[config.mk]
export PLATFORM = sky130hd
export DESIGN_NAME = branch_redirect_ctrl_flat
export DESIGN_NICKNAME = d
export VERILOG_FILES = /design/src/rtl/branch_redirect_ctrl_pkg.sv /design/src/rtl/branch_redirect_ctrl_if.sv /design/src/rtl/branch_redirect_ctrl_arbiter.sv /design/src/rtl/branch_redirect_ctrl.sv /design/src/flat_wrapper.sv
export SDC_FILE = /design/constraint.sdc
export NUM_CORES = 1
export LEC_CHECK = 0
export CAP_MARGIN = 10
export CORE_ASPECT_RATIO = 0.8
export CORE_MARGIN = 3
export CORE_UTILIZATION = 30
export CTS_BUF_LIST = sky130_fd_sc_hd__clkbuf_16
export CTS_CLUSTER_SIZE = 28
export DETAILED_ROUTE_END_ITERATION = 12
export GPL_ROUTABILITY_DRIVEN = 0
export SLEW_MARGIN = 20
export SYNTH_ARGS = -nofsm -noshare
export SYNTH_HDL_FRONTEND = slang
export SYNTH_SLANG_ARGS = --single-unit
[constraint.sdc]
create_clock -name clk -period 1.5 [get_ports clk]
set_input_delay 0.3 -clock clk [delete_from_list [all_inputs] [get_ports clk]]
set_output_delay 0.3 -clock clk [all_outputs]
set_load 0.03 [all_outputs]
[src/rtl/branch_redirect_ctrl_pkg.sv]
`default_nettype none
// ============================================================================
// Module      : branchCtrlPkg
// Description : Shared types, constants and helpers for the branch redirect
//               controller: FSM state encoding, source count, the
//               "sequential" select code and source/select mapping helpers.
// Revision    : 1.0 - initial release
// ============================================================================
package branchCtrlPkg;

    localparam int         DEFAULT_ADDR_SIZE = 20;
    localparam int         NUM_SRC           = 3;
    localparam logic [1:0] SEL_SEQ           = 2'd0;

    typedef enum logic [1:0] {
        IDLE     = 2'd0,
        REDIRECT = 2'd1,
        FLUSH    = 2'd2
    } ctrlState_t;

    // Source i is presented to the branch unit as select code i+1.
    function automatic logic [1:0] srcToSel(input logic [1:0] src);
        return src + 2'd1;
    endfunction

    // Index of the set bit in a one-hot source vector (0 when empty).
    function automatic logic [1:0] oneHotToSrc(input logic [NUM_SRC-1:0] oneHot);
        logic [1:0] idx;
        idx = 2'd0;
        for (int i = 0; i < NUM_SRC; i++) begin
            if (oneHot[i]) idx = 2'(i);
        end
        return idx;
    endfunction

    // Source following src in round-robin order.
    function automatic logic [1:0] nextSrc(input logic [1:0] src);
        return (src == 2'(NUM_SRC - 1)) ? 2'd0 : src + 2'd1;
    endfunction

endpackage
`default_nettype wire

[src/rtl/branch_redirect_ctrl_if.sv]
`default_nettype none
// ============================================================================
// Module      : branch_redirect_ctrl_if
// Description : Redirect request handshake between the three redirect sources
//               and the controller.
//               reqValid[2:0]   - per-source request (source side drives)
//               reqTarget0..2   - per-source redirect address
//               reqReady[2:0]   - one-hot grant (controller drives)
//               master modport : request sources
//               slave  modport : controller
// Revision    : 1.0 - initial release
// ============================================================================
interface branch_redirect_ctrl_if
    import branchCtrlPkg::*;
#(
    parameter int ADDR_SIZE = DEFAULT_ADDR_SIZE
);
    logic [NUM_SRC-1:0]   reqValid;
    logic [ADDR_SIZE-1:0] reqTarget0;
    logic [ADDR_SIZE-1:0] reqTarget1;
    logic [ADDR_SIZE-1:0] reqTarget2;
    logic [NUM_SRC-1:0]   reqReady;

    modport master (
        output reqValid, reqTarget0, reqTarget1, reqTarget2,
        input  reqReady
    );

    modport slave (
        input  reqValid, reqTarget0, reqTarget1, reqTarget2,
        output reqReady
    );
endinterface
`default_nettype wire

[src/rtl/branch_redirect_ctrl_arbiter.sv]
`default_nettype none
// ============================================================================
// Module      : redirectArbiter
// Description : Combinational one-hot arbiter over the redirect sources.
//               The search begins at 'pointer' and wraps; with pointer tied
//               to 0 this is plain fixed priority (source 0 highest).
//               reqValid[2:0] - requesting sources
//               enable        - grants are only issued when high
//               pointer[1:0]  - first source examined (out-of-range -> 0)
//               grant[2:0]    - one-hot winner, zero when disabled/idle
// Revision    : 1.0 - initial release
// ============================================================================
module redirectArbiter
    import branchCtrlPkg::*;
(
    input  logic [NUM_SRC-1:0] reqValid,
    input  logic               enable,
    input  logic [1:0]         pointer,
    output logic [NUM_SRC-1:0] grant
);

    logic [1:0] w_start;
    logic [1:0] w_idx;
    logic       w_found;

    always_comb begin
        grant   = '0;
        w_found = 1'b0;
        w_idx   = 2'd0;
        w_start = (pointer >= 2'(NUM_SRC)) ? 2'd0 : pointer;
        for (int n = 0; n < NUM_SRC; n++) begin
            w_idx = 2'((32'(w_start) + 32'(n)) % NUM_SRC);
            if (enable && !w_found && reqValid[w_idx]) begin
                grant[w_idx] = 1'b1;
                w_found      = 1'b1;
            end
        end
    end

endmodule
`default_nettype wire

[src/rtl/branch_redirect_ctrl.sv]
`default_nettype none
// ============================================================================
// Module      : branch_redirect_ctrl
// Description : Arbitrates redirect requests from three sources and steers
//               the branch unit: one REDIRECT cycle presenting the chosen
//               target, then FLUSH_CYCLES bubble cycles, then back to IDLE.
//               Build option BRANCH_RR_ARB_EN selects round-robin
//               arbitration; without it, fixed priority (source 0 first).
//   clk            - rising-edge clock
//   reset          - asynchronous active-low reset
//   req            - request handshake (slave modport)
//   extStall       - external hold
//   selWire[1:0]   - 0 sequential, i+1 selects source i target
//   jumpTarget1..3 - latched targets for sources 0..2
//   pcStall        - freeze request to the branch unit
//   busy           - high whenever not IDLE
// Revision    : 1.0 - initial release
// ============================================================================
module branch_redirect_ctrl
    import branchCtrlPkg::*;
#(
    parameter int ADDR_SIZE    = DEFAULT_ADDR_SIZE,
    parameter int FLUSH_CYCLES = 2
) (
    input  logic                  clk,
    input  logic                  reset,
    branch_redirect_ctrl_if.slave req,
    input  logic                  extStall,
    output logic [1:0]            selWire,
    output logic [ADDR_SIZE-1:0]  jumpTarget1,
    output logic [ADDR_SIZE-1:0]  jumpTarget2,
    output logic [ADDR_SIZE-1:0]  jumpTarget3,
    output logic                  pcStall,
    output logic                  busy
);

    localparam logic [3:0] c_FLUSH_INIT = 4'(FLUSH_CYCLES - 1);

    ctrlState_t           r_state;
    logic [3:0]           r_flushCnt;
    logic [1:0]           r_selWire;
    logic                 r_pcStall;
    logic                 r_busy;

    logic [NUM_SRC-1:0]   w_grant;
    logic [1:0]           w_grantIdx;
    logic [1:0]           w_arbPtr;
    logic                 w_arbEnable;
    logic                 w_transfer;
    logic [ADDR_SIZE-1:0] w_target [NUM_SRC];

    assign w_target[0] = req.reqTarget0;
    assign w_target[1] = req.reqTarget1;
    assign w_target[2] = req.reqTarget2;

    // Grants are withheld while reset is asserted so no handshake can
    // complete that the controller would then ignore.
    assign w_arbEnable = reset && (r_state == IDLE) && !extStall;

    redirectArbiter u_arbiter (
        .reqValid (req.reqValid),
        .enable   (w_arbEnable),
        .pointer  (w_arbPtr),
        .grant    (w_grant)
    );

    assign req.reqReady = w_grant;
    assign w_transfer   = |(req.reqValid & w_grant);
    assign w_grantIdx   = oneHotToSrc(w_grant);

`ifdef BRANCH_RR_ARB_EN
    logic [1:0] r_rrPtr;

    always_ff @(posedge clk or negedge reset) begin
        if (!reset) begin
            r_rrPtr <= 2'd0;
        end else if (w_transfer) begin
            r_rrPtr <= nextSrc(w_grantIdx);
        end
    end

    assign w_arbPtr = r_rrPtr;
`else
    assign w_arbPtr = 2'd0;
`endif

    // Each target register only follows its own source's transfer.
    generate
        for (genvar i = 0; i < NUM_SRC; i++) begin : g_jumpTarget
            logic [ADDR_SIZE-1:0] r_jumpTarget;

            always_ff @(posedge clk or negedge reset) begin
                if (!reset) begin
                    r_jumpTarget <= '0;
                end else if (w_transfer && w_grant[i]) begin
                    r_jumpTarget <= w_target[i];
                end
            end
        end
    endgenerate

    always_ff @(posedge clk or negedge reset) begin
        if (!reset) begin
            r_state    <= IDLE;
            r_flushCnt <= 4'd0;
            r_selWire  <= SEL_SEQ;
            r_pcStall  <= 1'b0;
            r_busy     <= 1'b0;
        end else begin
            case (r_state)
                IDLE: begin
                    if (w_transfer) begin
                        r_state   <= REDIRECT;
                        r_selWire <= srcToSel(w_grantIdx);
                        r_pcStall <= 1'b0;
                        r_busy    <= 1'b1;
                    end else begin
                        r_selWire <= SEL_SEQ;
                        r_pcStall <= extStall;
                        r_busy    <= 1'b0;
                    end
                end
                REDIRECT: begin
                    // An external hold keeps the select on the branch unit
                    // so the redirect is taken once the hold clears.
                    if (extStall) begin
                        r_pcStall <= 1'b1;
                    end else begin
                        r_state    <= FLUSH;
                        r_selWire  <= SEL_SEQ;
                        r_pcStall  <= 1'b1;
                        r_flushCnt <= c_FLUSH_INIT;
                    end
                end
                FLUSH: begin
                    // Bubbles count down unconditionally; extStall only
                    // matters again once back in IDLE.
                    if (r_flushCnt == 4'd0) begin
                        r_state   <= IDLE;
                        r_pcStall <= extStall;
                        r_busy    <= 1'b0;
                    end else begin
                        r_flushCnt <= r_flushCnt - 4'd1;
                        r_pcStall  <= 1'b1;
                    end
                end
                default: begin
                    r_state   <= IDLE;
                    r_selWire <= SEL_SEQ;
                    r_pcStall <= 1'b0;
                    r_busy    <= 1'b0;
                end
            endcase
        end
    end

    assign selWire     = r_selWire;
    assign pcStall     = r_pcStall;
    assign busy        = r_busy;
    assign jumpTarget1 = g_jumpTarget[0].r_jumpTarget;
    assign jumpTarget2 = g_jumpTarget[1].r_jumpTarget;
    assign jumpTarget3 = g_jumpTarget[2].r_jumpTarget;

endmodule
`default_nettype wire

[src/flat_wrapper.sv]
// flat-port wrapper written by rule: the top's interface ports become plain ports
module branch_redirect_ctrl_flat import branchCtrlPkg::*;
#(
    parameter int ADDR_SIZE    = DEFAULT_ADDR_SIZE,
    parameter int FLUSH_CYCLES = 2
)
  (clk, reset, extStall, selWire, jumpTarget1, jumpTarget2, jumpTarget3, pcStall, busy, req_reqValid, req_reqTarget0, req_reqTarget1, req_reqTarget2, req_reqReady);
  branch_redirect_ctrl_if #(.ADDR_SIZE(ADDR_SIZE)) req_i ();
  input  logic clk;
  input  logic reset;
  input  logic extStall;
  output logic [1:0] selWire;
  output logic [ADDR_SIZE-1:0] jumpTarget1;
  output logic [ADDR_SIZE-1:0] jumpTarget2;
  output logic [ADDR_SIZE-1:0] jumpTarget3;
  output logic pcStall;
  output logic busy;
  input wire logic [$bits(req_i.reqValid)-1:0] req_reqValid;
  input wire logic [$bits(req_i.reqTarget0)-1:0] req_reqTarget0;
  input wire logic [$bits(req_i.reqTarget1)-1:0] req_reqTarget1;
  input wire logic [$bits(req_i.reqTarget2)-1:0] req_reqTarget2;
  output wire logic [$bits(req_i.reqReady)-1:0] req_reqReady;
  assign req_i.reqValid = req_reqValid;
  assign req_i.reqTarget0 = req_reqTarget0;
  assign req_i.reqTarget1 = req_reqTarget1;
  assign req_i.reqTarget2 = req_reqTarget2;
  assign req_reqReady = req_i.reqReady;
  branch_redirect_ctrl #(.ADDR_SIZE(ADDR_SIZE), .FLUSH_CYCLES(FLUSH_CYCLES)) u_core (.clk(clk), .reset(reset), .req(req_i), .extStall(extStall), .selWire(selWire), .jumpTarget1(jumpTarget1), .jumpTarget2(jumpTarget2), .jumpTarget3(jumpTarget3), .pcStall(pcStall), .busy(busy));
endmodule
Word level (Yosys, flattened, before mapping)
Index checks and enable logic that the tools add are counted.

storage, ports and cells
  register bits = 70
  ROM bits = 0
  output and inout port bits = 67
  latch bits = 0
  memories kept = 0
  bits of input ports = 66
  memory bits (writable) = 0

cells by class
  equality and inequality tests = 6
  shift-type cells = 0
  reduce and logical (&&, ||, !) cells = 21
  $mul = 0
  $add $sub $neg = 2
  magnitude comparators = 0
  mux-type cells = 23
  div/mod/pow operators = 0
  bitwise operators = 3

operators by type and width
  operator               number
  $mux W2                7
  $pmux W2 S3            2
  $logic_and A1 B1 Y1    10
  $mux W1                8
  $mux W4                2
  $pmux W4 S2            1
  $pmux W1 S3            2
  $reduce_and A3 Y1      2
  $logic_not A4 Y1       1
  $ne A2 B1 Y1 const B   2
  $ne A2 B2 Y1 const B   2
  $reduce_and A2 Y1      2
  $sub A4 B1 Y4 const B  1
  $and A3 B3 Y3          1
  $logic_not A1 Y1       3
  $mux W3                1
  $reduce_or A3 Y1       1
  $add A2 B1 Y2 const B  1
  $eq A2 B1 Y1 const B   1
  $eq A2 B2 Y1 const B   1
  $logic_not A2 Y1       1
  $not A1 Y1             2
  $reduce_bool A2 Y1     1

Logic depth before layout (Yosys ltp)
Gate-level depths: netlist of run 1.

  depth in word-level cells = 18
  mapped depth = 5
  gate-level depth less buffers = 5

By module
From an unflattened synthesis of run 1, not the netlist that was laid out.

unflattened totals
  cell total of the unflattened synthesis = 221
  area total of the unflattened synthesis = 3,295.7 um2

by module, submodules not included
  module                cells an instance  area each (um2)  instances
  branch_redirect_ctrl  186                3,044.2          1
  redirectArbiter       35                 251.5            1

Worst setup path before layout of run 1
Ideal clock, no wire load.

  path kind = flip-flop to flip-flop
  from = register u_core.r_state[0]
  to = register u_core.g_jumpTarget[1].r_jumpTarget[12] (netlist: u_core.jumpTarget2[12])
  library setup time = 125 ps
  period minus slack after synthesis = 1,730 ps
  data arrival time = 1,605 ps
  cell stages (with the launch flop) = 6
  setup slack = -230 ps
  path through = dfrtp_1 -> nor4b_4 -> and3b_1 -> clkbuf_4 -> buf_12 -> mux2_2

between the ends
  elaborated cells on any way between the ends = 18
  classes of those cells = mux: 5; bitwise: 1; reduce/logical: 12

RTL lines
  element                             line                                source
  from (decl)                         branch_redirect_ctrl.sv:39          ctrlState_t r_state;
  from (signal assigned)              branch_redirect_ctrl.sv:104         r_state <= IDLE;
  from (signal assigned)              branch_redirect_ctrl.sv:113         r_state <= REDIRECT;
  from (signal assigned)              branch_redirect_ctrl.sv:129         r_state <= FLUSH;
  $logic_not A2 Y1 *                  branch_redirect_ctrl.sv:58          assign w_arbEnable = reset && (r_state == IDLE) && !extStall;
  $logic_and A1 B1 Y1 * (2 in a row)  branch_redirect_ctrl.sv:58
  $logic_and A1 B1 Y1                 branch_redirect_ctrl_arbiter.sv:33  if (enable && !w_found && reqValid[w_idx]) begin
  $mux W1                             branch_redirect_ctrl_arbiter.sv:33
  $logic_not A1 Y1                    branch_redirect_ctrl_arbiter.sv:33
  $logic_and A1 B1 Y1 * (2 in a row)  branch_redirect_ctrl_arbiter.sv:33
  $mux W2 *                           branch_redirect_ctrl_arbiter.sv:33
  $mux W3 *                           branch_redirect_ctrl_arbiter.sv:33
  via req_reqReady[1]                 flat_wrapper.sv:22                  output wire logic [$bits(req_i.reqReady)-1:0] req_reqReady;
  $and A3 B3 Y3                       branch_redirect_ctrl.sv:68          assign w_transfer = |(req.reqValid & w_grant);
  $reduce_or A3 Y1                    branch_redirect_ctrl.sv:68
  $logic_and A1 B1 Y1 *               branch_redirect_ctrl.sv:95          end else if (w_transfer && w_grant[i]) begin
  to (signal assigned)                branch_redirect_ctrl.sv:96          r_jumpTarget <= w_target[i];
  to (decl)                           branch_redirect_ctrl.sv:90          logic [ADDR_SIZE-1:0] r_jumpTarget;

The timed path passes the listed nets; every way through them passes the cells marked *.
A chain may end at the register's enable or synchronous reset.

Final worst setup path of run 1
  from = register u_core.r_state[0]
  to = output port req_reqReady[1]

between the ends
  word-level cells in the longest chain between the ends = 10

ends and longest elaborated chain
  element                             line
  $logic_not A2 Y1 *                  branch_redirect_ctrl.sv:58
  $logic_and A1 B1 Y1 * (2 in a row)  branch_redirect_ctrl.sv:58
  $logic_and A1 B1 Y1                 branch_redirect_ctrl_arbiter.sv:33
  $mux W1                             branch_redirect_ctrl_arbiter.sv:33
  $logic_not A1 Y1                    branch_redirect_ctrl_arbiter.sv:33
  $logic_and A1 B1 Y1 * (2 in a row)  branch_redirect_ctrl_arbiter.sv:33
  $mux W2 *                           branch_redirect_ctrl_arbiter.sv:33
  $mux W3 *                           branch_redirect_ctrl_arbiter.sv:33
  to (decl)                           flat_wrapper.sv:22

Every way passes the cells marked *; elsewhere a longest branch is shown, timed or not.

==> results of run 1 <==
## final timing paths
check                                            from                endpoint  slack (ps)  depth (start not counted)
max in group asynchronous                       reset       u_core.r_state[1]         680                          2
worst min register to register  u_core.jumpTarget3[9]   u_core.jumpTarget3[9]         500                          1
worst min-delay path                            reset          u_core.pcStall         210                          2
worst max register to register      u_core.r_state[0]  u_core.jumpTarget2[19]        -410                          7
min in group clk                u_core.jumpTarget3[9]   u_core.jumpTarget3[9]         500                          1
worst max-delay path                u_core.r_state[0]         req_reqReady[1]        -430                          5
## critical path: stages (launching register included)
cell	delay, ps
dfrtp_1	400
nor4b_4	300
buf_4	170
and3b_2	210
buf_12	110
buf_8	110
## per-layer routing
layer / global-route usage / wire length, um / share of wire
met1: 0.185 / 3390 / 0.44
met2: 0.213 / 3540 / 0.46
met3: 0.0607 / 617 / 0.081
met4: 0.0504 / 93 / 0.012
met5: 0 / 0 / 0
## layout make-up
class / instances / area, um^2
multi-input cells: 98 / 1090
inverters: 4 / 17.5
fillers: 738 / 3800
well taps: 112 / 140
flip-flops and latches: 70 / 1750
repair buffers: 165 / 1700
clock inverters: 7 / 65.1
clock buffers: 9 / 225
## cells in the mapped netlist
| library cell | count | area (um^2) |
|---|---|---|
| o2bb2ai_1 | 1 | 8.76 |
| nand2b_1 | 1 | 6.26 |
| and2_1 | 1 | 6.26 |
| nor2_1 | 1 | 3.75 |
| nor3b_1 | 2 | 15.0 |
| inv_1 | 4 | 15.0 |
| buf_12 | 2 | 40.0 |
| mux2_2 | 60 | 676 |
| o211ai_1 | 1 | 7.51 |
| nand3b_1 | 1 | 7.51 |
| nand2_1 | 5 | 18.8 |
| o31ai_1 | 2 | 15.0 |
| o21ai_0 | 3 | 15.0 |
| mux2i_1 | 1 | 10.0 |
| clkbuf_4 | 1 | 7.51 |
| a21bo_2 | 1 | 10.0 |
| nand3_1 | 2 | 10.0 |
| and2b_1 | 1 | 7.51 |
| nor4b_4 | 1 | 23.8 |
| or3b_2 | 2 | 17.5 |
| a21oi_1 | 1 | 5.00 |
| dfrtp_1 | 70 | 1750 |
| buf_4 | 2 | 15.0 |
| a31oi_1 | 1 | 6.26 |
| a21o_1 | 1 | 7.51 |
| or2b_1 | 1 | 7.51 |
| a211oi_1 | 1 | 7.51 |
| buf_2 | 2 | 10.0 |
| a211o_1 | 1 | 8.76 |
| ha_1 | 2 | 25.0 |
| and3b_1 | 2 | 17.5 |
| nand4b_1 | 1 | 8.76 |
| or3_1 | 1 | 6.26 |
## cells by family after synthesis
kind of cell             Yosys count
adder cells (fa/ha/maj)            2
buffers and inverters             11
flip-flops                        70
AND/OR/NAND/NOR                   22
multiplexers                      61
AO/OA/AOI/OAI                     13
## per-stage QoR
step | util | total power [mW] | cells
detailed placement | 0.497 | 8.20 | 430
CTS | 0.551 | 9.92 | 457
global placement | 0.497 | 8.14 | 430
global route | 0.568 | 10.5 | 465
floorplan | - | 5.95 | 179
finish | 0.568 | 9.93 | 465
## flip-flops by register name, summed over array words and instances, names as in the netlist
name / count
u_core.pcStall: 1
u_core.busy: 1
u_core.r_flushCnt: 4
u_core.jumpTarget2: 20
u_core.jumpTarget3: 20
u_core.r_state: 2
u_core.selWire: 2
u_core.jumpTarget1: 20
## report_power, final
group | switching (mW) | internal [mW] | leakage [nW]
registers | 0.435 | 2.76 | 0.860
clock network | 0.783 | 1.27 | 0.133
logic | 2.60 | 2.08 | 1.40
total | 3.82 | 6.11 | 2.39
## what timing repair did
action / CTS / global route
setup endpoints to repair: 128 / 66
cloned: 4 / 3
pin swaps: 4 / 3
buffers inserted: 7 / 10
resized for setup: 94 / 23
==> impl_metrics.ini, run 1 <==
[floorplanning]
floorplan.io_pins = 133
core-area_um2 = 8780
chipHeight_um = 92.4
die_area_um2 = 10500
std_cell_rows = 30
floorplan.initialDensity = 0.319
floorplan.die.width_um = 114

[power_and_ir_drop]
power.density_cell_area_nw_per_um2 = 1990
leakagePower_nw = 2.39
vdd.ir_drop.worst_v = 0.00113

[final_layout]
most-common-layout-cells = dfrtp_1 (69), dlygate4sd2_1 (65), clkdlybuf4s50_1 (63), mux2_4 (31), mux2_2 (29)
insertedDiodeCount = 0
layout.cells.most_common = dfrtp_1
nets = 416
area_growth_pct = 78.3
stdcell_area_um2 = 4990
layout-drive-gt1-share = 0.343

[yosys]
synth.mux.area_fraction = 0.245
adder_and_majority_cell_fraction_of_the_synthesized_area = 0.00894
synth.avg_cell_area_um2 = 15.6
post_synth_and_or_nand_nor_area_fraction = 0.0559
main_combinational_cell_family_by_area_after_synthesis = multiplexers
synth_sequential_area_ratio = 0.626
synth.distinct_cells = 33
synthXorXnorAreaFrac = 0
synthesis.nets = 247
synth_warnings = 0
synth-seq-cells = 70
synth.cell_area_um2 = 2800
post_synth_inst_count = 179
synth_compound_area_frac = 0.0326

[placed_design]
placement.setup.worst_slack_ps = -608
place_area_um2 = 4360
hpwl_mm = 4.78
place.port_buffers = 132

[clocking]
cts-buffers-inserted = 9
clkSinkCount = 70
clkSlewWorstSetupHoldPaths_ps = 50
clkLatencyLatePin_ps = 320
cts_tree = done
cts_root_buffer = clkbuf_16
hold_buffers = 0
cts-root-to-sink-buffers = 2
h_tree_level_count = 3

[sta]
rsz0062_at_grt = true
timing.max_slew.rel_slack = 0.403
worstMarginPinSlew_ps = 896
final.period_utilization = 1.28
max_freq_mhz = 519
tns_ps = -14700
timing.hold.ws_ps = 208
hold_viol_final = 0
finalCriticalPeriod_ps = 1930
finalWorstSetupSlack_ps = -425
setup-violations-final = 60
number_of_slew_limit_violations_in_the_final_report = 0
timing.clock.skew_ps = 5.61

[global_route]
first_pass_grt_wire_length_mm = 11.6
grt_max_degree = 71
number_of_antenna_violations_at_the_first_check_in_global_routing = 0
globalRoute.totalOverflow = 0
groute.usage.overall = 0.143
via_count_of_the_first_global_routing_pass = 2225

[route]
final_antenna_net_count = 0
post_drt_wl_per_cell_um = 16.4
drc = 0
postRouteWirelength_mm = 7.64
drt-pass1-iter-count = 3
vias_per_cell = 4.54
detail_route.iter0.violations = 45
detailroute.via_count = 2111

[flow_run]
max_cap_viol_count = 0

[status]
violations = setup timing
outcome = complete, but fails checks

[critical_path]
crit_required_ps = 1200
critical_path.max_fanout = 5
crit_end_element = primary output
timing.setup.critical_path_class = flop to primary output
arrival_ps = 1630
setup.worst_path.start_class = flop

[hold_path]
worst_hold_path_type = primary input to asynchronous set/reset pin
Power figures use the tool's default switching activity.
==> inputs of run 2 (changes only) <==
==> constraint.sdc (replaced) <==
create_clock -name clk -period 1.8 [get_ports clk]
set_input_delay 0.36 -clock clk [delete_from_list [all_inputs] [get_ports clk]]
set_output_delay 0.36 -clock clk [all_outputs]
set_load 0.03 [all_outputs]
==> run 2 against run 1 <==
The flow still finishes with violations (setup timing). Sequential cell count stayed put. Via count is 3.2% lower. Non-clock buffer count is 14 lower. Highest routed layer unchanged.
==> impl_metrics.ini, run 2 (synthesized netlist as in run 1, its figures left out) <==
[route]
detailroute.via_count = 2044
final_antenna_net_count = 0
drc = 0
post_drt_wl_per_cell_um = 15.7
postRouteWirelength_mm = 7.06
vias_per_cell = 4.54
drt-pass1-iter-count = 4
detail_route.iter0.violations = 45

[critical_path]
timing.reg2reg.worst_path_depth = 5
crit_end_element = primary output
crit-reg2reg-launch = u_core.r_state[0]
critical-path-slowest-cell = dfrtp_1
setup.worst_path.start_class = flop
crit_required_ps = 1440
cpPeakStageDelay_ps = 400
setup.reg_to_reg.worst_slack_ps = 10
arrival_ps = 1550
cp_cell_sequence = nor4b_4 > and3b_2 > buf_12 > buf_8
crit-reg2reg-capture = u_core.jumpTarget2[16]
timing.setup.critical_path_class = flop to primary output
critical_path.max_fanout = 4

[power_and_ir_drop]
netSwitchingPower_mw = 3.07
power.internal_mw = 5.10
clkPwrFrac = 0.182
total_chip_power_mw = 8.17
switching_share = 0.376
power_frac_seq = 0.327
leakagePower_nw = 2.04
vdd.ir_drop.worst_v = 0.00102
logic_gate_share_of_total_power = 0.491
power.density_cell_area_nw_per_um2 = 1760

[sta]
max_freq_mhz = 523
number_of_slew_limit_violations_in_the_final_report = 0
final.period_utilization = 1.06
finalWorstSetupSlack_ps = -114
worstMarginPinSlew_ps = 890
hold_viol_final = 0
rsz0062_at_grt = true
finalCriticalPeriod_ps = 1910
timing.max_slew.rel_slack = 0.407
setup-violations-final = 3
timing.hold.ws_ps = 274
timing.clock.skew_ps = 4.87

[global_route]
grt_max_degree = 71
number_of_antenna_violations_at_the_first_check_in_global_routing = 0
globalRoute.totalOverflow = 0
via_count_of_the_first_global_routing_pass = 2253
first_pass_grt_wire_length_mm = 11.5
groute.usage.overall = 0.141

[floorplanning]
floorplan.initialDensity = 0.319
floorplan.io_pins = 133
chipHeight_um = 92.4
std_cell_rows = 30
die_area_um2 = 10500
floorplan.die.width_um = 114
core-area_um2 = 8780

[clocking]
h_tree_level_count = 3
cts_tree = done
cts-buffers-inserted = 9
clkLatencyLatePin_ps = 320
clkSinkCount = 70
cts-root-to-sink-buffers = 2
cts_root_buffer = clkbuf_16
clkSlewWorstSetupHoldPaths_ps = 50

[final_layout]
final_cell_count_no_fill = 450
num-fill-cells = 790
nets = 402
layout.cells.most_common = clkdlybuf4s50_1
insertedDiodeCount = 0
share_of_the_core_filled_with_cells_in_the_final_layout = 0.529
layout-drive-gt1-share = 0.296
most-common-layout-cells = clkdlybuf4s50_1 (126), dfrtp_1 (70), mux2_2 (60), buf_4 (15), clkbuf_16 (9)
area_growth_pct = 66.0

[placed_design]
place.port_buffers = 132
placement.setup.worst_slack_ps = -331
hpwl_mm = 4.79
place.detailed.instances = 427

[flow_run]
max_cap_viol_count = 0

[status]
violations = setup timing
outcome = complete, but fails checks

[hold_path]
worst_hold_path_type = primary input to asynchronous set/reset pin
==> run 2: changes by cell type in the layout (fill, tap and decap cells not counted), sizes merged <==
| cell | delta |
|---|---|
| clkbuf | -3 |
| inv | +3 |
| clkinvlp | -3 |
| bufinv | -1 |
| bufbuf | -1 |
| dlymetal6s2s | +1 |
| clkdlybuf4s50 | +63 |
| dlygate4sd2 | -64 |
| buf | -10 |
==> run 2: worst max path at each step <==
stage	depth (start not counted)	to	start
after floorplan	5	u_core.jumpTarget2[12]	u_core.r_state[0]
after global placement	5	req_reqReady[1]	extStall
after detailed placement	5	req_reqReady[1]	extStall
after CTS	4	req_reqReady[1]	u_core.r_state[1]
after global routing	4	req_reqReady[1]	u_core.r_state[0]
final	4	req_reqReady[1]	u_core.r_state[0]
==> run 2: repair_timing <==
action                                  CTS  global route
endpoints found under the hold margin     0             0
gates cloned                              2             0
hold buffers                              0             0
buffers inserted                          6             3
pin swaps                                 4             2
endpoints found under the setup margin    3            52
gates resized for setup                  12             2
==> run 2: power groups by stage <==
stage / registers (mW) / logic (mW) / clock network [mW]
after floorplan: 4.04 / 0.835 / 0
after global placement: 2.67 / 3.97 / 0
after detailed placement: 2.69 / 4.01 / 0
after CTS: 2.68 / 4.06 / 1.57
after global routing: 2.77 / 4.23 / 1.64
final: 2.67 / 4.01 / 1.49
==> run 2: layout make-up <==
cell class / instances / area (um^2) / area share
inverter: 4 / 15.0 / 0.00323
clock inverter: 6 / 23.8 / 0.00512
multi-input combinational: 98 / 962 / 0.207
tap: 112 / 140 / 0.0302
timing repair buffer: 151 / 1530 / 0.329
sequential: 70 / 1750 / 0.377
clock buffer: 9 / 225 / 0.0485
==> run 2: per-layer routing <==
metal | GRT usage | routed length, um | vias up
met1 | 0.173 | 3080 | 1001
met4 | 0.0386 | 49 | 0
met2 | 0.214 | 3190 | 89
li1 | - | - | 947
met3 | 0.0810 | 738 | 7
met5 | 0 | 0 | -
==> run 2: stage by stage <==
step / cell area, um^2 / setup TNS [ps]
floorplan: 2800 / 0
global placement: 4300 / -13290
detailed placement: 4300 / -14340
CTS: 4670 / -421
global route: 4640 / -1600
finish: 4640 / -271
==> run 2: worst max-delay path: cells and delay by family, from the launching register on <==
family,cells,cell delay [ps]
buf+inv,2,220
flops,1,400
simple gates,2,620
